**src/rtl/sprite_move_ctrl.sv**
```systemverilog
// sprite_move_ctrl
// This module decodes PS/2 make codes into sprite move commands and queues
// them in a 4-entry FIFO. It applies at most one queued move per video frame,
// on the falling edge of vs. Position arithmetic uses 11 bits and clamps at the
// screen edges, so the sprite never wraps around.
module sprite_move_ctrl #(
  parameter int STEP   = 10,
  parameter int BOX_W  = 64,
  parameter int BOX_H  = 48,
  parameter int H_ACT  = 640,
  parameter int V_ACT  = 480,
  parameter int X_INIT = 320,
  parameter int Y_INIT = 240
) (
  input  logic       vga_clk,
  input  logic       reset,
  input  logic [7:0] key_in,
  input  logic       key_en,
  input  logic       vs,
  output logic [9:0] pos_x,
  output logic [9:0] pos_y,
  output logic       move_done,
  output logic       fifo_full,
  output logic       overflow
);

  localparam logic [10:0] STEP11 = 11'(STEP);
  localparam logic [10:0] X_MAX  = 11'(H_ACT - BOX_W);
  localparam logic [10:0] Y_MAX  = 11'(V_ACT - BOX_H);

  localparam logic [1:0] CMD_UP    = 2'd0;
  localparam logic [1:0] CMD_DOWN  = 2'd1;
  localparam logic [1:0] CMD_LEFT  = 2'd2;
  localparam logic [1:0] CMD_RIGHT = 2'd3;

  typedef enum logic {S_MAKE, S_BREAK} decState_t;

  decState_t   decState_q;
  logic [1:0]  fifoMem_q [4];
  logic [1:0]  wrPtr_q, rdPtr_q;
  logic [2:0]  count_q, count_d;
  logic        vsD_q;
  logic [9:0]  posX_q, posY_q, posX_d, posY_d;
  logic        moveDone_q, overflow_q;

  logic        isCmd;
  logic [1:0]  cmdCode;
  logic        pushReq, pushEn, dropEn, popEn, tick;
  logic [1:0]  headCmd;
  logic [10:0] posX11, posY11, sumX11, sumY11;

  // Map the four arrow-key make codes onto 2-bit move commands.
  always_comb begin
    isCmd   = 1'b1;
    cmdCode = CMD_UP;
    case (key_in)
      8'h75:   cmdCode = CMD_UP;
      8'h72:   cmdCode = CMD_DOWN;
      8'h6B:   cmdCode = CMD_LEFT;
      8'h74:   cmdCode = CMD_RIGHT;
      default: isCmd = 1'b0;
    endcase
  end

  // A frame tick is a vs falling edge. The FIFO pops a command before it accepts
  // a push, so a full FIFO still takes a push in a cycle where it pops.
  always_comb begin
    tick    = vsD_q & ~vs;
    popEn   = tick && (count_q != 3'd0);
    pushReq = key_en && (decState_q == S_MAKE) && isCmd;
    pushEn  = pushReq && ((count_q != 3'd4) || popEn);
    dropEn  = pushReq && (count_q == 3'd4) && !popEn;
    count_d = count_q + {2'b00, pushEn} - {2'b00, popEn};
    headCmd = fifoMem_q[rdPtr_q];
  end

  // Compute the clamped next position for the command at the head of the FIFO.
  always_comb begin
    posX11 = {1'b0, posX_q};
    posY11 = {1'b0, posY_q};
    sumX11 = posX11 + STEP11;
    sumY11 = posY11 + STEP11;
    posX_d = posX_q;
    posY_d = posY_q;
    case (headCmd)
      CMD_UP:    posY_d = (posY11 >= STEP11) ? 10'(posY11 - STEP11) : 10'd0;
      CMD_DOWN:  posY_d = (sumY11 > Y_MAX) ? 10'(Y_MAX) : 10'(sumY11);
      CMD_LEFT:  posX_d = (posX11 >= STEP11) ? 10'(posX11 - STEP11) : 10'd0;
      default:   posX_d = (sumX11 > X_MAX) ? 10'(X_MAX) : 10'(sumX11);
    endcase
  end

  // Scan decoder FSM. E0 prefixes are ignored. After an F0, the next byte is a
  // key release and is swallowed.
  always_ff @(posedge vga_clk or posedge reset) begin
    if (reset) begin
      decState_q <= S_MAKE;
    end else if (key_en && (key_in != 8'hE0)) begin
      case (decState_q)
        S_MAKE:  if (key_in == 8'hF0) decState_q <= S_BREAK;
        default: decState_q <= S_MAKE;
      endcase
    end
  end

  // FIFO storage. It needs no reset because the pointers and count define validity.
  always_ff @(posedge vga_clk) begin
    if (pushEn) fifoMem_q[wrPtr_q] <= cmdCode;
  end

  // FIFO pointers, occupancy and the sticky overflow flag.
  always_ff @(posedge vga_clk or posedge reset) begin
    if (reset) begin
      wrPtr_q    <= 2'd0;
      rdPtr_q    <= 2'd0;
      count_q    <= 3'd0;
      overflow_q <= 1'b0;
    end else begin
      if (pushEn) wrPtr_q <= wrPtr_q + 2'd1;
      if (popEn)  rdPtr_q <= rdPtr_q + 2'd1;
      count_q    <= count_d;
      overflow_q <= overflow_q | dropEn;
    end
  end

  // Frame-rate position update. vs_d resets high, so only a real vs fall ticks.
  always_ff @(posedge vga_clk or posedge reset) begin
    if (reset) begin
      vsD_q      <= 1'b1;
      posX_q     <= 10'(X_INIT);
      posY_q     <= 10'(Y_INIT);
      moveDone_q <= 1'b0;
    end else begin
      vsD_q      <= vs;
      moveDone_q <= popEn;
      if (popEn) begin
        posX_q <= posX_d;
        posY_q <= posY_d;
      end
    end
  end

  assign pos_x     = posX_q;
  assign pos_y     = posY_q;
  assign move_done = moveDone_q;
  assign fifo_full = (count_q == 3'd4);
  assign overflow  = overflow_q;

endmodule

```
**config.mk**
```make
export PLATFORM = sky130hd
export DESIGN_NAME = sprite_move_ctrl
export DESIGN_NICKNAME = d
export VERILOG_FILES = /design/src/rtl/sprite_move_ctrl.sv
export SDC_FILE = /design/constraint.sdc
export NUM_CORES = 1
export LEC_CHECK = 0
export BUFFER_PORTS_ARGS = -buffer_cell sky130_fd_sc_hd__buf_4
export CORE_MARGIN = 1.5
export CORE_UTILIZATION = 30
export CTS_CLUSTER_SIZE = 8
export DETAILED_ROUTE_END_ITERATION = 8
export GPL_TIMING_DRIVEN = 0
export PLACE_DENSITY = 0.47
export RECOVER_POWER = 50
export SYNTH_ARGS = -nofsm -noshare
export SYNTH_HDL_FRONTEND = slang
export SYNTH_SLANG_ARGS = --single-unit
export TNS_END_PERCENT = 20
```
**constraint.sdc**
```tcl
create_clock -name vga_clk -period 3.4 [get_ports vga_clk]
set_input_delay 0.68 -clock vga_clk [delete_from_list [all_inputs] [get_ports vga_clk]]
set_output_delay 0.68 -clock vga_clk [all_outputs]
set_load 0.02 [all_outputs]
```
==> metrics.md <==
| Metric | Value |
|---|---|
| Port Buffers | `32` |
| First-pass DRT Iterations | `4` |
| DR vias/cell | `5.16` |
| Actual slew at the worst max-slew pin | `1.16 ns` |
| R2R depth | `7` |
| Final ANT Viol Nets | `0` |
| Asr flop ratio synth | `78.4%` |
| Status | `finished, final reports clean` |
| TritonCTS sink count | `37` |
| Die X | `101 µm` |
| Nets | `387` |
| Most common cell after layout, fill and taps aside | `o21ai_0` |
| Commonest non-fill, non-tap cells in the layout | `24 x o21ai_0, 23 x buf_4, 22 x dfrtp_1` |
| Clk slew on worst S/H paths | `0.08 ns` |
| Fillers | `970` |
| Initial antenna violation count | `0` |
| Post-cts repair resize count | `0` |
| Die Height | `101 µm` |
| Worst Path Required | `3.62 ns` |
| Warnings from Yosys | `0` |
| # H-tree levels | `2` |
| CP Capture Type | `register` |
| LEAKAGE | `1.33 nW` |
| Fmax | `333 MHz` |
| Final Max Tran Viols | `0` |
| Post-route DRC | `0` |
| Wire length per cell | `14.8 µm` |
| Library cells used by synthesis | `73` |
| Reg area | `975 µm²` |
| Clock buffer depth | `2` |
| Max stage delay on crit path | `0.43 ns` |
| Rows | `35` |
| Worst vdd ir | `274 µV` |
| CTS tree | `yes` |
| Later-pin clock latency in the skew report | `0.29 ns` |
| Critical path peak fanout | `7` |
| Post-CTS Hold Buffers | `0` |
| First-pass GRT wire length | `12200 µm` |
| Number of diodes | `0` |
| Root buf cell | `clkbuf_8` |
| Most frequently used flop master after synthesis | `dfrtp_1` |
| Routed wire length | `7300 µm` |
| Setup Crit Path Kind | `in2reg` |
| Relative slew slack | `22.4%` |
| Power Density | `874 mW/mm²` |
| Hold path depth | `1` |
| Initial Utilization | `31.1%` |
| Most common cell on crit path | `xnor2_1` |
| Cell chain of the critical path | `clkbuf_1, or3_1, nor2_1, o211a_1, nor2b_1, a21o_1, ha_1, inv_1, fa_1, xnor2_1, xnor2_1` |
| Vias in the first global route | `2403` |
| Final setup vio count | `0` |
| Critical R2R Capture | `pos_x[4]` |
| Worst reg2reg setup slack | `0.70 ns` |
| Total core area | `0.00933 mm²` |
| Tmin final | `3.01 ns` |
| Largest cells by area after synthesis | `dfrtp_1 19%, edfxtp_1 8.3%, dfstp_2 6.3%` |
| Layout cells sized above 1 | `19.5%` |
| Worst Skew | `0.00326 ns` |
| Multi-input gate area | `0.00172 mm²` |
| Cell taking the most area after synthesis | `dfrtp_1` |
| HP Class | `reg2reg` |
| Flops & latches, synth | `37` |
| DIE AREA | `0.0103 mm²` |
| Total Power | `0.00294 W` |
| Largest net degree at the start of global routing | `30` |
| Via count | `2546` |
| Syn Std Cell Area | `0.00290 mm²` |
| Startpoint Class | `input port` |
| RePlAce Congestion | `0.825` |
| GRT Overall Usage | `15.0%` |
| Final clock period utilization by the worst path | `88.5%` |
| Slowest cell on crit path | `nor2b_1` |
| Syn_area_per_cell | `8.99 µm²` |
| Post-synth top area share | `19.0%` |
| EDFF count, synth | `8` |
| RSZ-0062 raised after global routing | `false` |
| Hold Crit Endpoint | `overflow` |
| Synth Instances | `323` |
| Final TNS setup | `0 ns` |
| Num ports | `35` |
| Congestion Overflow GR | `0` |
| Starting DRT DRC Count | `125` |
| Final HPWL DP | `5350 µm` |
| Total of max-cap violations | `0` |
| Post-CTS setup buffers | `0` |
| CP Data Arrival Time | `3.23 ns` |
| CTS Buf Count | `5` |
| Critical R2R Launch | `pos_x[1]` |
| Hold_sp | `overflow` |
| Sequential share of the synthesized area | `33.6%` |
| Fin. Hold Viols | `0` |
| Area Growth Syn to Fin | `15.6%` |
## sequential cells by signal, summed over array words and instances (netlist names), 2 cells and up
register and cells:
pos_x 9, wrPtr_q 2, count_q 3, fifoMem_q 8, pos_y 9, rdPtr_q 2
## stage by stage
stage                     cells  hold slack [ns]  setup slack (ns)  utilization [%]  cell area, µm²
after detailed placement    485            0.449            0.0714             35.5            3310
after global routing        493            0.476             0.198             36.0            3360
final                       493            0.458             0.393             36.0            3360
after global placement      485            0.444             0.103             35.5            3310
after CTS                   493            0.471             0.351             36.4            3400
after floorplan             324            0.469             0.554                -            2910
## cells by family (layout without fill, tap and decap cells)
group / count (synthesis) / count (layout) / share of synthesized area (%)
mux: 5 / 5 / 2.63
simple gates: 111 / 111 / 21.6
xor+xnor: 12 / 12 / 3.62
compound gates: 106 / 106 / 25.7
fa+ha+maj: 12 / 12 / 5.43
flops: 37 / 37 / 33.6
buf+inv: 39 / 79 / 7.28
other cells: 1 / 2 / 0.129
## power breakdown
part           internal (W)  switching, W  total (W)
combinational      0.000749       0.00106    0.00181
sequential         0.000610      0.000201   0.000810
clock              0.000145      0.000168   0.000313
## critical path: cells and delay by family
kind,cells,cell delay (ns)
compound gates,2,0.45
simple gates,3,1.12
buf+inv,2,0.13
fa+ha+maj,2,0.51
xor+xnor,2,0.33
## how the worst max path moves through the flow
stage / startpoint / end / slack [ns] / cells after the start
floorplan: key_in[3] / count_q[2] / 0.55 / 10
global placement: key_in[3] / count_q[2] / 0.10 / 11
detailed placement: key_in[3] / count_q[2] / 0.07 / 11
CTS: key_in[3] / count_q[2] / 0.35 / 11
global route: key_in[3] / count_q[2] / 0.20 / 11
finish: key_in[3] / count_q[2] / 0.39 / 11
## Yosys cell counts, types with 11 or more instances
master,instances
a21oi_1,19
nor2_1,18
o211ai_1,11
xnor2_1,11
o21ai_0,24
nand2_1,21
inv_1,18
dfrtp_1,22
nor3_1,13
ha_1,11
## per-layer routing
metal,GRT usage [%],wire length [µm]
met4,3.42,55
met5,0,0
met2,23.5,3350
met3,2.55,251
met1,21.5,3650
## area by class of cell
| type | count | area share, % |
|---|---|---|
| Buffer | 21 | 4.28 |
| Clock buffer | 5 | 2.05 |
| Clock inverter | 3 | 0.633 |
| Inverter | 18 | 2.01 |
| Multi-Input combinational cell | 248 | 51.3 |
| Sequential cell | 37 | 29.0 |
| Tap cell | 129 | 4.81 |
| Timing Repair Buffer | 32 | 5.92 |
Power figures use the tool's default switching activity.
